===== src/rtl/write_back_stage_pkg.sv =====
// Shared encodings for the write-back stage: source select, load funct3 codes
// and FSM state.
package write_back_stage_pkg;

    typedef enum logic [1:0] {
        REG_WB_ALU_OUT = 2'd0,
        REG_WB_IMM_DAT = 2'd1,
        REG_WB_MEM_DAT = 2'd2,
        REG_WB_PC_NEXT = 2'd3
    } wb_sel_e;

    localparam logic [2:0] F3_LB  = 3'b000;
    localparam logic [2:0] F3_LH  = 3'b001;
    localparam logic [2:0] F3_LW  = 3'b010;
    localparam logic [2:0] F3_LD  = 3'b011;
    localparam logic [2:0] F3_LBU = 3'b100;
    localparam logic [2:0] F3_LHU = 3'b101;
    localparam logic [2:0] F3_LWU = 3'b110;

    typedef enum logic {
        ST_IDLE     = 1'b0,
        ST_WAIT_MEM = 1'b1
    } state_e;

endpackage


===== src/rtl/write_back_stage_load_align.sv =====
// Combinational load data alignment: shifts the raw memory word down by the
// byte offset and sign/zero-extends to XLEN according to funct3.
module load_align
    import write_back_stage_pkg::*;
#(
    parameter int XLEN = 32
) (
    input  logic [XLEN-1:0] raw,
    input  logic [2:0]      funct3,
    input  logic [2:0]      addr_lo,
    output logic [XLEN-1:0] data
);

    localparam int OFF_W = (XLEN == 64) ? 3 : 2;

    logic [OFF_W-1:0]   byte_off;
    logic               word_off;
    logic [7:0]         byte_sh;
    logic [15:0]        half_sh;
    logic [31:0]        word_sh;
    logic signed [7:0]  byte_s;
    logic signed [15:0] half_s;
    logic signed [31:0] word_s;

    always_comb begin
        byte_off = addr_lo[OFF_W-1:0];
        word_off = (XLEN == 64) ? addr_lo[2] : 1'b0;
        byte_sh  = 8'(raw >> {byte_off, 3'b000});
        half_sh  = 16'(raw >> {byte_off[OFF_W-1:1], 4'b0000});
        word_sh  = 32'(raw >> {word_off, 5'b00000});
        byte_s   = byte_sh;
        half_s   = half_sh;
        word_s   = word_sh;

        data = XLEN'(word_s);
        case (funct3)
            F3_LB:  data = XLEN'(byte_s);
            F3_LBU: data = XLEN'(byte_sh);
            F3_LH:  data = XLEN'(half_s);
            F3_LHU: data = XLEN'(half_sh);
            F3_LW:  data = XLEN'(word_s);
            // On RV32 the remaining codes fall back to LW; on RV64 they are LWU/LD.
            F3_LWU: data = (XLEN == 64) ? XLEN'(word_sh) : XLEN'(word_s);
            default: data = (XLEN == 64) ? raw : XLEN'(word_s);
        endcase
    end

endmodule


===== src/rtl/write_back_stage.sv =====
// Registered write-back stage: selects ALU/IMM/PC+4 or aligned load data and
// drives the register-file write port, with load timeout and flush handling.
module write_back_stage
    import write_back_stage_pkg::*;
#(
    parameter int XLEN         = 32,
    parameter int REG_ADDR_W   = 5,
    parameter int LOAD_TIMEOUT = 255
) (
    input  logic                  clk,
    input  logic                  rst,
    input  logic                  in_valid,
    output logic                  in_ready,
    input  logic [1:0]            wb_sel,
    input  logic [XLEN-1:0]       alu_result,
    input  logic [XLEN-1:0]       immediate,
    input  logic [XLEN-1:0]       pc_next,
    input  logic [REG_ADDR_W-1:0] rd_addr,
    input  logic                  rd_we,
    input  logic [2:0]            load_funct3,
    input  logic [2:0]            load_addr_lo,
    input  logic                  flush,
    input  logic                  mem_rsp_valid,
    input  logic [XLEN-1:0]       mem_rsp_data,
    output logic                  rf_we,
    output logic [REG_ADDR_W-1:0] rf_waddr,
    output logic [XLEN-1:0]       rf_wdata,
    output logic                  load_fault,
    output logic                  busy
);

    localparam int CNT_W = $clog2(LOAD_TIMEOUT + 1);
    localparam logic [CNT_W-1:0] CNT_LAST = CNT_W'(LOAD_TIMEOUT - 1);

    state_e                state_q, state_d;
    logic [CNT_W-1:0]      cnt_q;
    logic [REG_ADDR_W-1:0] ld_rd_q;
    logic                  ld_we_q;
    logic [2:0]            ld_f3_q;
    logic [2:0]            ld_lo_q;
    logic [XLEN-1:0]       src_data;
    logic [XLEN-1:0]       load_data;
    logic                  accept;
    logic                  timeout_hit;

    load_align #(.XLEN(XLEN)) u_load_align (
        .raw     (mem_rsp_data),
        .funct3  (ld_f3_q),
        .addr_lo (ld_lo_q),
        .data    (load_data)
    );

    assign accept      = in_valid && (state_q == ST_IDLE);
    assign timeout_hit = (cnt_q == CNT_LAST);

    always_comb begin
        case (wb_sel)
            REG_WB_IMM_DAT: src_data = immediate;
            REG_WB_PC_NEXT: src_data = pc_next;
            default:        src_data = alu_result;
        endcase
    end

    // State register
    always_ff @(posedge clk) begin
        if (rst) begin
            state_q <= ST_IDLE;
        end else begin
            state_q <= state_d;
        end
    end

    // Next-state logic; flush outranks a response, which outranks the timeout
    always_comb begin
        state_d = state_q;
        case (state_q)
            ST_IDLE: begin
                if (accept && (wb_sel == REG_WB_MEM_DAT)) begin
                    state_d = ST_WAIT_MEM;
                end
            end
            ST_WAIT_MEM: begin
                if (flush || mem_rsp_valid || timeout_hit) begin
                    state_d = ST_IDLE;
                end
            end
            default: state_d = ST_IDLE;
        endcase
    end

    // Output decode from state
    always_comb begin
        in_ready = (state_q == ST_IDLE);
        busy     = (state_q == ST_WAIT_MEM);
    end

    // Write port, fault pulse and timeout counter
    always_ff @(posedge clk) begin
        if (rst) begin
            rf_we      <= 1'b0;
            rf_waddr   <= '0;
            rf_wdata   <= '0;
            load_fault <= 1'b0;
            cnt_q      <= '0;
        end else begin
            rf_we      <= 1'b0;
            load_fault <= 1'b0;
            case (state_q)
                ST_IDLE: begin
                    if (accept && (wb_sel != REG_WB_MEM_DAT)) begin
                        rf_wdata <= src_data;
                        rf_waddr <= rd_addr;
                        rf_we    <= rd_we && (rd_addr != '0);
                    end else if (accept) begin
                        cnt_q <= '0;
                    end
                end
                ST_WAIT_MEM: begin
                    if (flush) begin
                        cnt_q <= '0;
                    end else if (mem_rsp_valid) begin
                        rf_wdata <= load_data;
                        rf_waddr <= ld_rd_q;
                        rf_we    <= ld_we_q && (ld_rd_q != '0);
                    end else if (timeout_hit) begin
                        load_fault <= 1'b1;
                    end else begin
                        cnt_q <= cnt_q + 1'b1;
                    end
                end
                default: ;
            endcase
        end
    end

    // Load context is plain data and needs no reset
    always_ff @(posedge clk) begin
        if (accept && (wb_sel == REG_WB_MEM_DAT)) begin
            ld_rd_q <= rd_addr;
            ld_we_q <= rd_we;
            ld_f3_q <= load_funct3;
            ld_lo_q <= load_addr_lo;
        end
    end

endmodule


===== config.mk =====
export PLATFORM = sky130hd
export DESIGN_NAME = write_back_stage
export DESIGN_NICKNAME = d
export VERILOG_FILES = /design/src/rtl/write_back_stage_pkg.sv /design/src/rtl/write_back_stage_load_align.sv /design/src/rtl/write_back_stage.sv
export SDC_FILE = /design/constraint.sdc
export NUM_CORES = 1
export LEC_CHECK = 0
export ABC_AREA = 0
export CAP_MARGIN = 20
export CORE_UTILIZATION = 38
export CTS_CLUSTER_SIZE = 40
export DETAILED_ROUTE_END_ITERATION = 12
export PLACE_DENSITY_LB_ADDON = 0.2
export SETUP_SLACK_MARGIN = 0.5
export SKIP_CTS_REPAIR_TIMING = 1
export SYNTH_ARGS = -nofsm -noshare
export SYNTH_HDL_FRONTEND = slang
export SYNTH_SLANG_ARGS = --single-unit

===== constraint.sdc =====
create_clock -name clk -period 2 [get_ports clk]
set_input_delay 0.4 -clock clk [delete_from_list [all_inputs] [get_ports clk]]
set_output_delay 0.4 -clock clk [all_outputs]
set_load 0.005 [all_outputs]

==> metrics.cfg, run 1 <==
[outcome]
outcome = finished, final reports clean

[finish]
area_growth_pct = 75.6
fin_nets = 823
drive_gt1_frac = 0.214
diodes = 0
stdcell_count = 815

[die]
die_y_um = 104
ios = 188
core_region_area_mm2 = 0.0102
dieArea_mm2 = 0.0109
initial_core_util = 0.390
row_count = 37
dieWidth_um = 104

[sta]
clock_skew_ns = 0.0109
min_period_ns = 1.93
timing.fmax_ghz = 0.519
rsz0062_at_grt = true
period_share = 0.963
worst_pin_slew_ns = 0.543
tns_ns = 0
final-setup-viol-count = 0
hold_viol = 0
finalMaxSlewViolations = 0
relSlewSlack = 0.636

[route]
route.detailed.drc = 0
routed_wl_um = 15200
vias_per_cell = 5.69
ant_nets = 0
dr.pass1.iters = 5
wl_per_cell_um = 18.6
vias = 4634
drt_iter0_markers = 295

[cts]
clkLatencyLatePin_ns = 0.34
cts.sinks = 59
cts_buffer_depth = 2
numCtsBuffers = 9
clk_root_buffer_cell = clkbuf_8
htreeDepth = 3
cts_tree = done
cts.clk_slew.worst_paths_ns = 0.07

[worst_setup_path]
rr_startpoint = ld_f3_q[1]
critical_path.startpoint = ld_f3_q[1]
critPathMaxFanout = 8
rrSetupSlack_ns = 0.07
critPathLaunchType = flop
arrival_ns = 2.19
endpoint_kind = flop
worst-setup-path-type = flop to flop
crit_required_ns = 2.27

[synth]
ys_seq_area_frac = 0.324
async_flop_share = 0
synth_edf_count = 11
yosys_warnings = 0
synth_area_mm2 = 0.00399
yosys_register_bits = 59
netlist.area_leader.share = 0.241
synth_cells = 469
synthTopCellsByArea = dfxtp_1 24%, mux2i_1 9.0%, edfxtp_1 8.3%, mux2_2 4.8%, a21oi_1 4.5%
syn_avg_cell_area_um2 = 8.50
syn-num-nets = 618
yosys.cell_types.count = 49
synth_top_area_cell = dfxtp_1
synth-main-ff-cell = dfxtp_1

[placement]
place_inst = 778
hpwl_um = 10700
io_buffers = 186
routabilityCongestion = 0.886

[worst_hold_path]
min_from = mem_rsp_valid
hp-class = input pin to flop

[power_and_ir_drop]
powerDensity_mw_per_mm2 = 506
p_leak_nw = 3.21
ir_worst_vdd_uv = 378

[global_route]
grt_pass1_vias = 4520
gr-usage-all-layers = 0.252
grt_start_max_net_pins = 54
grt_remaining_overflow = 0
antenna_found_initial = 0
grt_pass1_wl_um = 21900

[flow_run]
drv_cap = 0

final timing paths:
kind                                      to  cells past startpoint
worst max-delay path            rf_wdata[12]                      4
worst min-delay path              load_fault                      3
worst max register to register  rf_wdata[12]                      4
worst min register to register   rf_wdata[7]                      2
worst max-delay path: stages (launching register included):
cell and delay [ns]:
edfxtp_1 0.45, or4b_4 0.54, o22a_4 0.31, a2111o_1 0.41
a21oi_2 0.14
placed cells by master (no fill, tap or decap), types with 7 or more instances in the layout:
cell / instances
dlymetal6s2s_1: 43
nand2_1: 36
o211ai_1: 16
and3_1: 7
dfxtp_2: 13
nand3b_1: 9
o211a_1: 10
clkdlybuf4s50_1: 141
inv_1: 13
clkbuf_8: 9
a211oi_1: 20
buf_12: 12
o31ai_1: 8
nor2_1: 36
a21oi_1: 28
o22ai_1: 23
buf_4: 36
or2_2: 8
dfxtp_1: 34
edfxtp_1: 11
mux2_2: 17
a2111o_1: 8
nand3_1: 8
mux2i_1: 34
metal layers:
layer  GRT usage  vias to the layer above  part of all wire
met1       0.280                     2182              0.40
met4       0.109                        0             0.033
met3      0.0545                       38             0.064
met2       0.459                      208              0.50
met5           0                        -                 0
li1            -                     2206                 -
cell usage after synthesis, types with 2 or more instances:
master / number
and4_1: 2
dfxtp_1: 48
o211a_1: 10
edfxtp_1: 11
o221ai_1: 4
or3_1: 5
nand2_1: 36
nand3_1: 9
mux2_2: 17
nand2b_1: 9
or4b_1: 2
a211o_1: 3
mux2i_1: 36
a211oi_1: 21
a2111o_1: 8
o31a_1: 3
a311oi_1: 7
nor2b_1: 3
or2_2: 8
buf_4: 3
o21ai_0: 3
o211ai_1: 16
o31ai_1: 8
nor2_1: 36
ha_1: 2
o32ai_1: 2
o2111ai_1: 5
buf_2: 15
o22ai_1: 23
nor4_1: 6
clkbuf_1: 27
or4_1: 3
a21oi_1: 36
inv_1: 13
and3_1: 7
nand3b_1: 9
report_power, final:
group	switching, mW	total (mW)	leakage [nW]	internal [mW]
Clock	0.486	1.14	0.105	0.650
Combinational	0.434	1.07	2.60	0.640
Sequential	0.0425	1.33	0.502	1.29
cell type report:
| type | count | area, um2 |
|---|---|---|
| Clock inverter | 4 | 48.8 |
| Multi-Input combinational cell | 349 | 2650 |
| Sequential cell | 59 | 1310 |
| Fill cell | 802 | 3230 |
| Clock buffer | 12 | 156 |
| Timing Repair Buffer | 241 | 2600 |
| Tap cell | 136 | 170 |
| Inverter | 14 | 65.1 |
through the flow:
step,setup slack (ns),area [um2],power [mW],hold WS (ns),util
after floorplan,0.271,4160,1.78,0.450,-
after global routing,0.0498,7000,3.71,0.408,0.685
final,0.0747,7000,3.54,0.396,0.685
after CTS,-0.129,6460,3.49,0.499,0.632
after detailed placement,-0.171,6260,2.36,0.488,0.612
after global placement,-0.104,6260,2.33,0.469,0.612
sequential cells by signal, summed over array words and instances, names as in the netlist:
signal      count
load_fault      1
rf_wdata       32
ld_rd_q         5
ld_we_q         1
busy            1
rf_we           1
ld_lo_q         2
ld_f3_q         3
cnt_q           8
rf_waddr        5
kinds of logic (layout without fill, tap and decap cells):
family / Yosys count / count (layout) / synth area share
and+or+nand+nor: 140 / 140 / 0.183
AOI/OAI and AO/OA: 154 / 154 / 0.282
muxes: 53 / 53 / 0.138
adders and majority gates: 2 / 2 / 0.00627
buffers and inverters: 61 / 271 / 0.0668
DFF: 59 / 59 / 0.324
Note: power is estimated with default switching activity, not from simulation.
==> run 2: changes to the inputs <==
--- a/config.mk
+++ b/config.mk
@@ -7,10 +7,11 @@
 export LEC_CHECK = 0
 export ABC_AREA = 0
 export CAP_MARGIN = 20
+export CORE_ASPECT_RATIO = 0.6
 export CORE_UTILIZATION = 38
 export CTS_CLUSTER_SIZE = 40
 export DETAILED_ROUTE_END_ITERATION = 12
-export PLACE_DENSITY_LB_ADDON = 0.2
+export PLACE_DENSITY = 0.86
 export SETUP_SLACK_MARGIN = 0.5
 export SKIP_CTS_REPAIR_TIMING = 1
 export SYNTH_ARGS = -nofsm -noshare
==> run 2 against run 1 <==
Clock-buffer cell count did not move. Cell area rose by 0.43%. Die area rose by 0.12%. Worst hold slack improved by 0.061 ns. Sequential power barely moved. Flip-flop and latch count did not move. Combinational power barely moved. Critical endpoint is now rf_wdata[10]. Highest routed layer unchanged.
==> metrics.cfg, run 2 (synthesis results as in run 1) <==
[outcome]
outcome = finished, final reports clean

[worst_hold_path]
min_from = mem_rsp_valid
hp-class = input pin to flop

[cts]
cts_buffer_depth = 2  ; unchanged
clkLatencyLatePin_ns = 0.33  ; about the same
clk_root_buffer_cell = clkbuf_16
cts_tree = done
htreeDepth = 3  ; unchanged
numCtsBuffers = 9  ; unchanged
cts.sinks = 59  ; unchanged
cts.clk_slew.worst_paths_ns = 0.05  ; -0.02 ns

[sta]
period_share = 0.955  ; -0.00737
timing.fmax_ghz = 0.523  ; +0.77%
worst_pin_slew_ns = 0.408  ; -0.135 ns
finalMaxSlewViolations = 0  ; unchanged
final-setup-viol-count = 0  ; unchanged
clock_skew_ns = 0.00328  ; -0.00766 ns
relSlewSlack = 0.728  ; +0.0914
hold_viol = 0  ; unchanged
rsz0062_at_grt = true
min_period_ns = 1.91  ; -0.0147 ns

[route]
drt_iter0_markers = 420  ; +42%
routed_wl_um = 16400  ; +8.0%
route.detailed.drc = 0  ; unchanged
vias_per_cell = 5.93  ; +4.3%
dr.pass1.iters = 5  ; unchanged
ant_nets = 0  ; unchanged
wl_per_cell_um = 20.4  ; +9.4%
vias = 4774  ; +3.0%

[worst_setup_path]
endpoint_kind = flop
critPathLaunchType = flop
critical_path.startpoint = ld_f3_q[1]
worstPathCellList = or4b_4 -> o22a_4 -> a2111o_1 -> a21oi_2
critPathMaxFanout = 8  ; unchanged
arrival_ns = 2.17  ; -0.02 ns
rrSetupSlack_ns = 0.09  ; about the same
crit_required_ns = 2.26  ; about the same
rr_startpoint = ld_f3_q[1]
worst-setup-path-type = flop to flop
slowest_stage = or4b_4
critPathMaxStageDelay_ns = 0.54  ; about the same

[global_route]
grt_pass1_wl_um = 22900  ; +4.8%
grt_pass1_vias = 4413  ; -2.4%
gr-usage-all-layers = 0.272  ; +0.0198
grt_start_max_net_pins = 56  ; +3.7%
grt_remaining_overflow = 0  ; unchanged
antenna_found_initial = 0  ; unchanged

[finish]
largest-register = rf_wdata
reg_top3 = rf_wdata x32, cnt_q x8
diodes = 0  ; unchanged
regArea_mm2 = 0.00130  ; -0.86%
num-fill-cells = 720  ; -10%
utilization = 0.702  ; +0.0174
final_common_cell = clkdlybuf4s50_1
multi_input_area_mm2 = 0.00272  ; +2.7%
area_growth_pct = 76.3
stdcell_count = 805  ; -1.2%
largest_reg_flops = 32  ; unchanged
fin_nets = 814  ; -1.1%
layout_common_cells = 141 x clkdlybuf4s50_1, 43 x dfxtp_1, 43 x dlymetal6s2s_1, 36 x nand2_1, 36 x nor2_1
drive_gt1_frac = 0.201  ; -0.0121

[power_and_ir_drop]
ir_worst_vdd_uv = 394  ; +4.1%
finalPower_mw = 3.92  ; +10%
p_leak_nw = 3.21  ; about the same
powerDensity_mw_per_mm2 = 557  ; +10%

[placement]
routabilityCongestion = 0.910  ; +2.7%
place_inst = 774  ; -0.51%
io_buffers = 186  ; unchanged
hpwl_um = 11400  ; +6.5%

[die]
initial_core_util = 0.398  ; +0.00823
ios = 188  ; unchanged
die_y_um = 81.4  ; -22%
dieArea_mm2 = 0.0109  ; +0.12%
row_count = 28  ; -24%
core_region_area_mm2 = 0.0100  ; -2.1%
dieWidth_um = 134  ; +29%

[flow_run]
drv_cap = 0  ; unchanged

## run 2: changes by cell type in the layout (fill, tap and decap cells not counted), moves of 2 or more
| cell | delta |
|---|---|
| mux2_4 | +2 |
| buf_4 | -9 |
| clkbuf_8 | -9 |
| o2111ai_2 | +2 |
| buf_12 | -2 |
| dfxtp_2 | -9 |
| o2111ai_1 | -2 |
| a211oi_2 | +6 |
| mux2_2 | -2 |
| clkbuf_16 | +8 |
| dfxtp_1 | +9 |
| a211oi_1 | -6 |
## run 2: final timing paths
check / end / depth (start not counted)
worst max-delay path: rf_wdata[10] / 4
worst min-delay path: load_fault / 2
worst max register to register: rf_wdata[10] / 4
worst min register to register: rf_wdata[7] / 2
## run 2: power by group
part           internal (mW)  switching, mW  leakage [nW]
clock                  0.956          0.543         0.138
sequential              1.29         0.0449         0.499
combinational          0.629          0.451          2.57
total                   2.88           1.04          3.21
## run 2: final cells by class
cell class              instances  share of cell area
flip-flops and latches         59               0.185
clock buffers                  12              0.0336
repair buffers                231               0.356
multi-input cells             350               0.387
well taps                     135              0.0240
clock inverters                 4             0.00623
inverters                      14             0.00818
## run 2: metal layers
metal | vias to the layer above | share of wire | GRT usage
met5 | - | 0 | 0
met2 | 288 | 0.46 | 0.454
met4 | 0 | 0.018 | 0.0753
met3 | 30 | 0.10 | 0.0886
met1 | 2269 | 0.42 | 0.339
li1 | 2187 | - | -
## run 2: worst max-delay path, delay by kind of cell (launching register included)
kind             cells  cell delay, ns
flip-flops           1            0.44
AND/OR/NAND/NOR      1            0.54
AO/OA/AOI/OAI        3            0.85
## run 2: per-stage QoR
step	hold WS [ns]	TNS [ns]	instance area (um2)	setup slack, ns
3_3_place_gp	0.452	-1.70	6230	-0.109
6_report	0.457	0	7030	0.0895
4_1_cts	0.485	-0.118	6510	-0.118
5_1_grt	0.485	0	7030	0.0373
3_5_place_dp	0.467	-3.29	6230	-0.222
2_1_floorplan	0.450	0	4160	0.271
==> run 3: changes to the inputs <==
--- a/config.mk
+++ b/config.mk
@@ -8,6 +8,7 @@
 export ABC_AREA = 0
 export CAP_MARGIN = 20
 export CORE_ASPECT_RATIO = 0.6
+export CORE_MARGIN = 1.5
 export CORE_UTILIZATION = 38
 export CTS_CLUSTER_SIZE = 40
 export DETAILED_ROUTE_END_ITERATION = 12
==> run 3 against run 2 <==
Worst hold slack got worse by 0.13 ns. Non-clock buffer count is 7 higher. Maximum frequency down 0.82%. Largest power group unchanged. Cell count increased by 0.87%. Combinational power hardly changed. First-iteration DRC count up 14%. Worst setup slack lost 0.016 ns.
==> metrics.cfg, run 3 (synthesis results as in run 1) <==
[worst_setup_path]
arrival_ns = 2.20  ; +0.03 ns
slowest_stage = or4b_4
critPathMaxStageDelay_ns = 0.57  ; +0.03 ns
worst-setup-path-type = flop to flop
endpoint_kind = flop
critPathMaxFanout = 8  ; unchanged
worstPathCellList = or4b_4 -> o22a_4 -> a2111o_1 -> a21oi_2
crit_required_ns = 2.27  ; about the same
critPathLaunchType = flop

[sta]
hold_viol = 0  ; unchanged
period_share = 0.963  ; +0.00792
relSlewSlack = 0.680  ; -0.0478
final-setup-viol-count = 0  ; unchanged
min_period_ns = 1.93  ; +0.0158 ns
tns_ns = 0  ; unchanged
timing.fmax_ghz = 0.519  ; -0.82%
worst_pin_slew_ns = 0.480  ; +0.0721 ns
finalWorstSetupSlack_ns = 0.0736  ; -0.0158 ns
timing.hold.ws_ns = 0.331  ; -0.126 ns
finalMaxSlewViolations = 0  ; unchanged
rsz0062_at_grt = true
clock_skew_ns = 0.00621  ; +0.00294 ns

[die]
dieArea_mm2 = 0.0111  ; +2.0%
ios = 188  ; unchanged
row_count = 28  ; unchanged
dieWidth_um = 135  ; +0.74%
die_y_um = 82.4  ; +1.2%
initial_core_util = 0.398  ; unchanged
core_region_area_mm2 = 0.0100  ; unchanged

[placement]
place_inst = 779  ; +0.65%
routabilityCongestion = 0.892  ; -2.0%
io_buffers = 186  ; unchanged
dp_slack_ns = -0.244  ; -0.0215 ns
hpwl_um = 12000  ; +4.9%
placedInstanceArea_mm2 = 0.00622  ; -0.28%

[cts]
htreeDepth = 3  ; unchanged
cts.sinks = 59  ; unchanged
numCtsBuffers = 9  ; unchanged
clkLatencyLatePin_ns = 0.34  ; about the same
cts.clk_slew.worst_paths_ns = 0.05  ; about the same
cts_buffer_depth = 2  ; unchanged
clk_root_buffer_cell = clkbuf_16
cts_tree = done

[route]
vias_per_cell = 6.01  ; +1.3%
vias = 4878  ; +2.2%
dr.pass1.iters = 7  ; +2
ant_nets = 0  ; unchanged
route.detailed.drc = 0  ; unchanged
wl_per_cell_um = 21.4  ; +4.9%
drt_iter0_markers = 478  ; +14%
routed_wl_um = 17400  ; +5.8%

[power_and_ir_drop]
finalPower_mw = 3.96  ; +1.2%
p_leak_nw = 3.20  ; -0.35%
powerDensity_mw_per_mm2 = 562  ; +0.99%
ir_worst_vdd_uv = 376  ; -4.5%

[worst_hold_path]
hp-class = input pin to flop

[finish]
final_common_cell = clkdlybuf4s50_1
drive_gt1_frac = 0.220  ; +0.0186
reg_top3 = rf_wdata x32, cnt_q x8
final_area_mm2 = 0.00705  ; +0.16%
diodes = 0  ; unchanged
num-fill-cells = 751  ; +4.3%
layout_common_cells = 140 x clkdlybuf4s50_1, 43 x dlymetal6s2s_1, 39 x dfxtp_1, 39 x buf_4
stdcell_count = 812  ; +0.87%
area_growth_pct = 76.6
fin_nets = 821  ; +0.86%
multi_input_area_mm2 = 0.00274  ; +0.64%
largest_reg_flops = 32  ; unchanged
largest-register = rf_wdata
regArea_mm2 = 0.00131  ; +0.77%
utilization = 0.703  ; +0.00112

[global_route]
antenna_found_initial = 0  ; unchanged
grt_pass1_vias = 4349  ; -1.5%
grt_pass1_wl_um = 23400  ; +2.1%
grt_remaining_overflow = 0  ; unchanged
gr-usage-all-layers = 0.280  ; +0.00743
grt_start_max_net_pins = 44  ; -21%

[flow_run]
drv_cap = 0  ; unchanged

[outcome]
outcome = finished, final reports clean

## run 3: final timing paths
path	slack [ns]	to	depth (start not counted)	start
worst max register to register	0.07	rf_wdata[8]	4	ld_f3_q[2]
worst min-delay path	0.33	ld_rd_q[4]	1	rd_addr[4]
worst max-delay path	0.07	rf_wdata[8]	4	ld_f3_q[2]
worst min register to register	0.47	rf_wdata[7]	2	rf_wdata[7]
## run 3: where the power goes
group          switching [mW]  total [mW]  leakage, nW  internal, mW
Combinational           0.460        1.08         2.55         0.621
Sequential             0.0517        1.34        0.501          1.29
Clock                   0.583        1.54        0.142         0.955
Total                    1.09        3.96         3.20          2.87
## run 3: routing by layer
metal	up-vias	GRT usage	wire, um	part of all wire
met3	61	0.0788	1990	0.11
met1	2270	0.368	7050	0.41
li1	2212	-	-	-
met4	0	0.0935	600	0.035
met5	-	0	0	0
met2	335	0.445	7730	0.45
## run 3: area by class of cell
type	count	area share
Clock buffer	10	0.0325
Sequential cell	59	0.186
Timing Repair Buffer	238	0.352
Clock inverter	6	0.00817
Tap cell	135	0.0240
Inverter	14	0.00906
Multi-Input combinational cell	350	0.389
## run 3: worst max-delay path: cells and delay by family, from the launching register on
family | cells | cell delay [ns]
AND/OR/NAND/NOR | 1 | 0.57
flip-flops | 1 | 0.46
AO/OA/AOI/OAI | 3 | 0.84
